## src/rtl/display_pkg.sv

```systemverilog
// Shared types and active-low segment codes for the BCD display scanner.
// Segment bit order is {g,f,e,d,c,b,a}; a 0 lights the segment.
package display_pkg;

    typedef logic [6:0] seg_t;

    typedef enum logic {
        PH_BLANK,
        PH_DRIVE
    } phase_e;

    localparam seg_t SEG_0    = 7'h40;
    localparam seg_t SEG_1    = 7'h79;
    localparam seg_t SEG_2    = 7'h24;
    localparam seg_t SEG_3    = 7'h30;
    localparam seg_t SEG_4    = 7'h19;
    localparam seg_t SEG_5    = 7'h12;
    localparam seg_t SEG_6    = 7'h02;
    localparam seg_t SEG_7    = 7'h78;
    localparam seg_t SEG_8    = 7'h00;
    localparam seg_t SEG_9    = 7'h10;
    localparam seg_t SEG_DASH = 7'h3F;
    localparam seg_t SEG_OFF  = 7'h7F;

endpackage

```

## src/rtl/bcd_display_scanner_if.sv

```systemverilog
// Bus between the decade counters / display and the scanner.
// master: drives digits_in, load; slave (scanner): drives an, seg, slot_idx.
interface bcd_display_scanner_if
    import display_pkg::*;
#(
    parameter int NUM_DIGITS = 4
) ();

    localparam int IDX_W = $clog2(NUM_DIGITS);

    logic [4*NUM_DIGITS-1:0] digits_in;
    logic                    load;
    logic [NUM_DIGITS-1:0]   an;
    seg_t                    seg;
    logic [IDX_W-1:0]        slot_idx;

    modport master (
        output digits_in,
        output load,
        input  an,
        input  seg,
        input  slot_idx
    );

    modport slave (
        input  digits_in,
        input  load,
        output an,
        output seg,
        output slot_idx
    );

endinterface

```

## src/rtl/bcd_to_seg.sv

```systemverilog
// Combinational BCD to active-low 7-segment decoder; codes A..F show a dash.
// Ports: bcd_i (4-bit digit), seg_o ({g,f,e,d,c,b,a}, active-low).
module bcd_to_seg
    import display_pkg::*;
(
    input  logic [3:0] bcd_i,
    output seg_t       seg_o
);

    always_comb begin
        seg_o = SEG_DASH;
        case (bcd_i)
            4'd0:    seg_o = SEG_0;
            4'd1:    seg_o = SEG_1;
            4'd2:    seg_o = SEG_2;
            4'd3:    seg_o = SEG_3;
            4'd4:    seg_o = SEG_4;
            4'd5:    seg_o = SEG_5;
            4'd6:    seg_o = SEG_6;
            4'd7:    seg_o = SEG_7;
            4'd8:    seg_o = SEG_8;
            4'd9:    seg_o = SEG_9;
            default: seg_o = SEG_DASH;
        endcase
    end

endmodule

```

## src/rtl/bcd_display_scanner.sv

```systemverilog
// Time-multiplexed common-anode 7-segment scanner for a chain of BCD digits,
// with snapshot shadow register, leading-zero blanking and ghost blanking.
// Ports: clk, rst (sync, active-high), bus (slave: digits_in, load in;
// an active-low anodes, seg active-low segments, slot_idx out; all registered).
module bcd_display_scanner
    import display_pkg::*;
#(
    parameter int NUM_DIGITS    = 4,
    parameter int REFRESH_DIV   = 100000,
    parameter int BLANK_CYCLES  = 1000,
    parameter int BLANK_LEADING = 1
) (
    input  logic                        clk,
    input  logic                        rst,
    bcd_display_scanner_if.slave        bus
);

    localparam int PRE_W = $clog2(REFRESH_DIV);
    localparam int IDX_W = $clog2(NUM_DIGITS);
    localparam int DW    = 4 * NUM_DIGITS;

    localparam logic [PRE_W-1:0] PRE_LAST  = PRE_W'(REFRESH_DIV - 1);
    localparam logic [PRE_W-1:0] PRE_BLANK = PRE_W'(BLANK_CYCLES);
    localparam logic [IDX_W-1:0] IDX_LAST  = IDX_W'(NUM_DIGITS - 1);

    logic [DW-1:0]         shadow_q, shadow_d;
    logic [PRE_W-1:0]      pre_q, pre_d;
    logic [IDX_W-1:0]      idx_q, idx_d;
    phase_e                phase_q, phase_d;
    logic [NUM_DIGITS-1:0] an_q, an_d;
    seg_t                  seg_q, seg_d;
    logic [IDX_W-1:0]      slot_q, slot_d;

    logic                  wrap;
    logic [3:0]            digit;
    logic [IDX_W-1:0]      hi;
    logic                  suppress;
    seg_t                  dec_seg;

    assign wrap = (pre_q == PRE_LAST);

    // Snapshot, prescaler and slot index
    always_comb begin
        shadow_d = shadow_q;
        if (bus.load) begin
            shadow_d = bus.digits_in;
        end

        pre_d = pre_q + PRE_W'(1);
        if (wrap) begin
            pre_d = '0;
        end

        idx_d = idx_q;
        if (wrap) begin
            if (idx_q == IDX_LAST) begin
                idx_d = '0;
            end else begin
                idx_d = idx_q + IDX_W'(1);
            end
        end
    end

    // Phase FSM: tracks pre_cnt so phase_q == (pre_q < BLANK_CYCLES ? BLANK : DRIVE)
    always_comb begin
        phase_d = phase_q;
        case (phase_q)
            PH_BLANK: begin
                if (pre_d >= PRE_BLANK) begin
                    phase_d = PH_DRIVE;
                end
            end
            PH_DRIVE: begin
                if (wrap) begin
                    phase_d = PH_BLANK;
                end
            end
        endcase
    end

    // Digit mux plus index of the highest nonzero digit (0 when all zero)
    always_comb begin
        digit = 4'd0;
        hi    = '0;
        for (int k = 0; k < NUM_DIGITS; k++) begin
            if (idx_q == IDX_W'(k)) begin
                digit = shadow_q[4*k +: 4];
            end
            if (shadow_q[4*k +: 4] != 4'd0) begin
                hi = IDX_W'(k);
            end
        end
    end

    // idx 0 can never exceed hi, so digit 0 is always shown
    assign suppress = (BLANK_LEADING != 0) && (idx_q > hi);

    bcd_to_seg u_dec (
        .bcd_i (digit),
        .seg_o (dec_seg)
    );

    always_comb begin
        an_d   = '1;
        seg_d  = SEG_OFF;
        slot_d = idx_q;
        if (phase_q == PH_DRIVE && !suppress) begin
            an_d[idx_q] = 1'b0;
            seg_d       = dec_seg;
        end
    end

    always_ff @(posedge clk) begin
        if (rst) begin
            shadow_q <= '0;
            pre_q    <= '0;
            idx_q    <= '0;
            phase_q  <= PH_BLANK;
            an_q     <= '1;
            seg_q    <= SEG_OFF;
            slot_q   <= '0;
        end else begin
            shadow_q <= shadow_d;
            pre_q    <= pre_d;
            idx_q    <= idx_d;
            phase_q  <= phase_d;
            an_q     <= an_d;
            seg_q    <= seg_d;
            slot_q   <= slot_d;
        end
    end

    assign bus.an       = an_q;
    assign bus.seg      = seg_q;
    assign bus.slot_idx = slot_q;

endmodule

```

## src/flat_wrapper.sv

```systemverilog
// flat-port wrapper written by rule: the top's interface ports become plain ports
module bcd_display_scanner_flat import display_pkg::*;
#(
    parameter int NUM_DIGITS    = 4,
    parameter int REFRESH_DIV   = 100000,
    parameter int BLANK_CYCLES  = 1000,
    parameter int BLANK_LEADING = 1
)
  (clk, rst, bus_digits_in, bus_load, bus_an, bus_seg, bus_slot_idx);
  bcd_display_scanner_if #(.NUM_DIGITS(NUM_DIGITS)) bus_i ();
  input  logic clk;
  input  logic rst;
  input wire logic [$bits(bus_i.digits_in)-1:0] bus_digits_in;
  input wire logic [$bits(bus_i.load)-1:0] bus_load;
  output wire logic [$bits(bus_i.an)-1:0] bus_an;
  output wire logic [$bits(bus_i.seg)-1:0] bus_seg;
  output wire logic [$bits(bus_i.slot_idx)-1:0] bus_slot_idx;
  assign bus_i.digits_in = bus_digits_in;
  assign bus_i.load = bus_load;
  assign bus_an = bus_i.an;
  assign bus_seg = bus_i.seg;
  assign bus_slot_idx = bus_i.slot_idx;
  bcd_display_scanner #(.NUM_DIGITS(NUM_DIGITS), .REFRESH_DIV(REFRESH_DIV), .BLANK_CYCLES(BLANK_CYCLES), .BLANK_LEADING(BLANK_LEADING)) u_core (.clk(clk), .rst(rst), .bus(bus_i));
endmodule
```

## config.mk

```make
export PLATFORM = sky130hd
export DESIGN_NAME = bcd_display_scanner_flat
export DESIGN_NICKNAME = d
export VERILOG_FILES = /design/src/rtl/display_pkg.sv /design/src/rtl/bcd_display_scanner_if.sv /design/src/rtl/bcd_to_seg.sv /design/src/rtl/bcd_display_scanner.sv /design/src/flat_wrapper.sv
export SDC_FILE = /design/constraint.sdc
export NUM_CORES = 1
export LEC_CHECK = 0
export BUFFER_PORTS_ARGS = -buffer_cell sky130_fd_sc_hd__buf_2
export CAP_MARGIN = 20
export CORE_UTILIZATION = 57
export DETAILED_ROUTE_END_ITERATION = 8
export PLACE_DENSITY_LB_ADDON = 0.15
export SKIP_CTS_REPAIR_TIMING = 1
export SYNTH_ARGS = -nofsm -noshare
export SYNTH_HDL_FRONTEND = slang
export SYNTH_SLANG_ARGS = --single-unit
```

## constraint.sdc

```tcl
create_clock -name clk -period 2.9 [get_ports clk]
set_clock_uncertainty 0.1 [all_clocks]
set_input_delay 0.145 -clock clk [delete_from_list [all_inputs] [get_ports clk]]
set_output_delay 0.145 -clock clk [all_outputs]
set_load 0.05 [all_outputs]
```

Word level (Yosys, flattened, before mapping)

Memory sizes are Yosys's and may differ from the RTL's. A register that Yosys moved wholly into a read port is not among the register bits.
Index checks and enable logic that the tools add are counted.

Bitwise operators: 3
Equality and inequality tests: 4
Order comparisons: 4
Add/sub/neg operators: 2
Reduce and logical (&&, ||, !) cells: 8
Mux-type cells: 14

Operators with widths:

| cell                                                                                  | number |
|---|---|
| 17-bit by 1-bit adder with 17-bit output, second input constant                       | 1 |
| 17-bit equality test, second input constant                                           | 1 |
| 17-bit by 10-bit greater-or-equal comparator with 1-bit output, second input constant | 1 |
| 17-bit 2-to-1 mux                                                                     | 1 |
| 4-bit 2-to-1 mux                                                                      | 4 |
| 4-bit nonzero test                                                                    | 3 |
| 2-bit 2-to-1 mux                                                                      | 3 |
| 2-bit equality test, second input constant                                            | 2 |
| 1-bit 2-to-1 mux                                                                      | 4 |
| 4-bit inverter                                                                        | 1 |
| 2-bit by 3-bit less-than comparator with 1-bit output, second input constant          | 1 |
| 2-bit by 1-bit adder with 2-bit output, second input constant                         | 1 |
| 1-bit demux with 2-bit select                                                         | 1 |
| 2-bit by 1-bit equality test with 1-bit output, second input constant                 | 1 |
| 2-bit by 1-bit greater-or-equal comparator with 1-bit output, second input constant   | 1 |
| 2-bit greater-than comparator                                                         | 1 |
| 1-bit logical AND                                                                     | 2 |
| 2-bit zero test                                                                       | 1 |
| 1-bit inverter                                                                        | 2 |
| 1-bit case mux with 2 select lines                                                    | 1 |
| 2-bit OR reduction                                                                    | 1 |
| 1-bit zero test                                                                       | 1 |

Register bits: 42
ROM bits: 112
Logic and storage cells: 42
Output and inout port bits: 13
Memories kept: 1

Memory list:

| name             | words | bits a word | rd ports | clocked after memory_dff | write ports | RTL line         | RTL |
|---|---|---|---|---|---|---|---|
| (name not given) | 16    | 7           | 1        | 1                        | 0           | bcd_to_seg.sv:12 | `case (bcd_i)` |

Depth between registers and ports, before layout

Depth in word-level cells: 9
Depth in mapped cells: 11
Depth with buffers taken out: 10

Modules after synthesis

A second synthesis with hierarchy kept.

Cells, all modules: 283
Area total of the unflattened synthesis: 2472.4 um^2

By module, submodules not included:

| module              | times used | area each (um^2) | cells an instance |
|---|---|---|---|
| bcd_display_scanner | 1          | 2267.2           | 250 |
| bcd_to_seg          | 1          | 205.2            | 33 |

Least setup slack after synthesis

No wires, ideal clock.

Path kind: register to register
Start point: register u_core.shadow_q[12]
End point: register u_core.seg_q[0], in the netlist u_core.bus.seg[0]
Setup time: 0.139 ns
Slack: 0.365 ns
Period minus slack after synthesis: 2.535 ns
Data arrival time: 2.295 ns
Cell stages (with the launch flop): 9
Cell sequence: dfxtp_1 -> or4_1 -> nor2_1 -> ha_1 -> nor2b_1 -> a2bb2oi_1 -> nor3b_1 -> a21boi_0 -> o21ai_0

Longest elaborated chain between the ends: 7

Ends and longest elaborated chain:

| element                             | RTL line                   | RTL |
|---|---|---|
| start: declaration                  | bcd_display_scanner.sv:26  | `logic [DW-1:0] shadow_q, shadow_d;` |
| start signal: assignment            | bcd_display_scanner.sv:123 | `shadow_q <= shadow_d;` |
| 4-bit nonzero test                  | bcd_display_scanner.sv:89  | `if (shadow_q[4*k +: 4] != 4'd0) begin` |
| 2-bit 2-to-1 mux                    | bcd_display_scanner.sv:89  |  |
| 2-bit greater-than comparator       | bcd_display_scanner.sv:96  | `assign suppress = (BLANK_LEADING != 0) && (idx_q > hi);` |
| 1-bit zero test                     | bcd_display_scanner.sv:107 | `if (phase_q == PH_DRIVE && !suppress) begin` |
| 1-bit logical AND                   | bcd_display_scanner.sv:107 |  |
| 1-bit inverter (no source line)     | -                          |  |
| 2-bit OR reduction (no source line) | -                          |  |
| end: declaration                    | bcd_display_scanner.sv:31  | `seg_t seg_q, seg_d;` |

Several ways; a longest one is shown, not always the timed one.
A chain may end at the register's enable or synchronous reset.

Worst setup path after layout

Start point: register u_core.shadow_q[12]
End point: register u_core.seg_q[2], in the netlist u_core.bus.seg[2]

The elaborated chain is that of the path after synthesis.

==> impl_metrics.csv <==
group,metric,value,unit
sta,period_minus_slack,2.52,ns
drt,viasPerCell,5.47,
die,initial_core_util,59.0,%
placed_design,hpwl,3260,µm
placed_design,place_congestion,0.879,
cells_and_area,drive_above_1_share,15.2,%
die,ios,32,
grt,grt_usage,22.7,%
clock_tree,cts-buffers-inserted,5,
sta,hold_slack,-0.0223,ns
sta,tightest_slew,0.564,ns
clock_tree,clk_latency,0.30,ns
synthesis,synth_seq_cells,49,
synthesis,yosysSeqAreaShare,41.5,%
cells_and_area,finalCoreUtilization,66.7,%
power_and_ir_drop,power.density,463,mW/mm²
clock_tree,tritoncts,"done",
sta,max_freq,396,MHz
worst_setup_path,reg2regPathDepth,8,
power_and_ir_drop,leakage,1.08,nW
clock_tree,htree_levels,2,
worst_setup_path,worstPathMaxFanout,5,
worst_setup_path,crit_path_start_kind,"flip-flop",
flow_run,maxCapViolCount,0,
die,dieHeight,66.4,µm
drt,drt_iter0_markers,178,
cells_and_area,area_delta_synth_final,13.0,%
power_and_ir_drop,pwr-share-comb,8.4,%
die,die_x,66.4,µm
drt,final_antenna_net_count,0,
clock_tree,path_clk_slew,0.08,ns
synthesis,post_synth.cell_area_avg,8.91,µm²
drt,avgRoutedWirePerCell,13.2,µm
grt,gr-total-overflow,0,
run_status,violations,"negative hold slack",
cells_and_area,layout_commonest_cell,"dfxtp_1",
grt,grt_max_degree,28,
synthesis,netlist_area,0.00236,mm²
worst_setup_path,r2r_start,"u_core.shadow_q[12]",
power_and_ir_drop,pwr-share-seq,56.8,%
placed_design,port_buffers,31,
sta,finalSetupViolCount,0,
cells_and_area,finalNetCount,326,
worst_setup_path,cp-end-kind,"flip-flop",
sta,final.setup.tns,0,ns
cells_and_area,final_cell_mix,"dfxtp_1 (49), nor2_1 (37), buf_2 (31), mux2i_1 (19), nand2_1 (16)",
worst_setup_path,r2r_end,"u_core.bus.seg[2]",
sta,slew_headroom,62.0,%
grt,antenna_found_initial,0,
placed_design,place_area,0.00254,mm²
synthesis,synth_cells,265,
cells_and_area,n_antenna_cell,0,
hold_path,holdPathEnd,"u_core.shadow_q[6]",
sta,rsz0062_at_grt,"no",
grt,grt_pass1_vias,1744,
synthesis,ys_types,46,
drt,dr_total_vias,1892,
synthesis,ys_warn_count,0,
run_status,status,"complete, but fails checks",
power_and_ir_drop,p_clk_share,34.7,%
clock_tree,clockBufferDepth,2,
power_and_ir_drop,switchingPower,0.280,mW
sta,finalHoldViolations,10,
worst_setup_path,cp.arrival,2.59,ns
clock_tree,cts-root-buf,"clkbuf_8",
worst_setup_path,crit_type,"flip-flop to flip-flop",
power_and_ir_drop,vdd_drop_max,390,µV
clock_tree,clock_sinks,49,
die,fp-row-count,23,
hold_path,hold_path_depth,3,
hold_path,hp-class,"input port to flip-flop",
hold_path,worstHoldStart,"bus_digits_in[6]",
die,core,0.00400,mm²
worst_setup_path,required,2.96,ns
drt,wl,4560,µm
sta,fin_crit_sh,87.1,%
power_and_ir_drop,p_sw_share,22.7,%
die,die_area,0.00440,mm²
power_and_ir_drop,internal_power,0.954,mW
drt,first_pass_iters,4,
sta,drv_slew,0,
worst_setup_path,reg2reg_slack,0.38,ns
drt,drc,0,
synthesis,syn_nets,296,
cells_and_area,postLayoutCellArea,0.00267,mm²
grt,grt_pass1_wl,7530,µm
==> per-stage QoR <==
step / std cells / setup WS, ns / power [mW]
floorplan: 265 / 0.365 / 0.788
global placement: 335 / 0.448 / 0.815
detailed placement: 335 / 0.399 / 0.817
CTS: 343 / 0.378 / 1.24
global route: 346 / 0.237 / 1.29
finish: 346 / 0.375 / 1.23
==> layout make-up <==
class | count | area, µm²
fill | 351 | 1330
multi-input combinational | 189 | 1270
sequential | 49 | 981
timing repair buffer | 35 | 193
clock buffer | 7 | 96.3
tap | 50 | 62.6
inverter | 15 | 56.3
clock inverter | 1 | 5.00
==> worst max-delay path: stages (launching register included) <==
cell and delay (ns):
dfxtp_1 0.32, or4_1 0.55, nor2_1 0.13, ha_1 0.25, nor2b_1 0.14, a2bb2oi_1 0.13, nor3b_1 0.24, a21boi_0 0.39
o21ai_0 0.16
==> sequential cells by signal, summed over array words and instances, names as in the netlist <==
signal	cells
u_core.pre_q	17
u_core.bus.slot_idx	2
u_core.bus.an	4
u_core.phase_q	1
u_core.bus.seg	7
u_core.idx_q	2
u_core.shadow_q	16
==> logic make-up (layout without fill, tap and decap cells) <==
group	Yosys count	after routing	share of synthesized area, %
DFF	49	49	41.5
xor gates and xnor gates	15	15	5.56
buffers and inverters	27	58	4.50
AOI/OAI and AO/OA	34	34	10.0
and+or+nand+nor	109	109	24.0
muxes	19	19	8.06
adders and majority gates	12	12	6.36
==> power by group through the flow <==
stage / Sequential, mW / Clock [mW] / Combinational, mW
2_1_floorplan: 0.713 / 0 / 0.0746
3_3_place_gp: 0.716 / 0 / 0.0986
3_5_place_dp: 0.717 / 0 / 0.0998
4_1_cts: 0.701 / 0.442 / 0.102
5_1_grt: 0.703 / 0.468 / 0.119
6_report: 0.701 / 0.429 / 0.104
==> metal layers <==
layer	track usage (%)	wire [µm]	part of all wire [%]
met4	11.2	114	2.5
met3	5.17	166	3.6
met1	26.2	2030	44
met5	0	0	0
met2	39.2	2250	49
==> Yosys cell counts, drive strengths merged <==
library cell   n  area, µm²
and4           2       17.5
o2111a         1       11.3
clkbuf         8       30.0
a2bb2oi        1       8.76
nand3b         4       30.0
nor2b          4       25.0
nor3b          1       7.51
xor2           2       17.5
nand3          6       30.0
inv           15       56.3
nand2b         1       6.26
a41oi          1       8.76
dfxtp         49        981
or3            2       13.8
nor3           7       35.0
nor2          37        139
a21oi          9       48.8
o211ai         1       7.51
ha            12        150
a311oi         1       8.76
nand4b         2       17.5
nand2         16       60.1
mux2i         19        190
a221o          4       40.0
nor4           5       31.3
a31oi          2       12.5
a21bo          1       10.0
buf            4       20.0
and2           3       18.8
and3           4       25.0
nand4          9       56.3
a21boi         2       15.0
o21ai          8       40.0
or2b           1       7.51
xnor2         13        114
o21ba          1       10.0
and3b          1       8.76
o21bai         1       7.51
or4b           1       10.0
a211oi         1       7.51
or4            3       26.3
==> worst max path at each step <==
stage          cells after the start                 from  slack [ns]                end
3_3_place_gp                       8  u_core.shadow_q[12]        0.45  u_core.bus.seg[3]
4_1_cts                            8  u_core.shadow_q[12]        0.38  u_core.bus.seg[2]
6_report                           8  u_core.shadow_q[12]        0.38  u_core.bus.seg[2]
3_5_place_dp                       8  u_core.shadow_q[12]        0.40  u_core.bus.seg[2]
2_1_floorplan                      8  u_core.shadow_q[12]        0.37  u_core.bus.seg[0]
5_1_grt                            8  u_core.shadow_q[12]        0.24  u_core.bus.seg[2]
No activity file was read; power rests on OpenSTA's default activity.
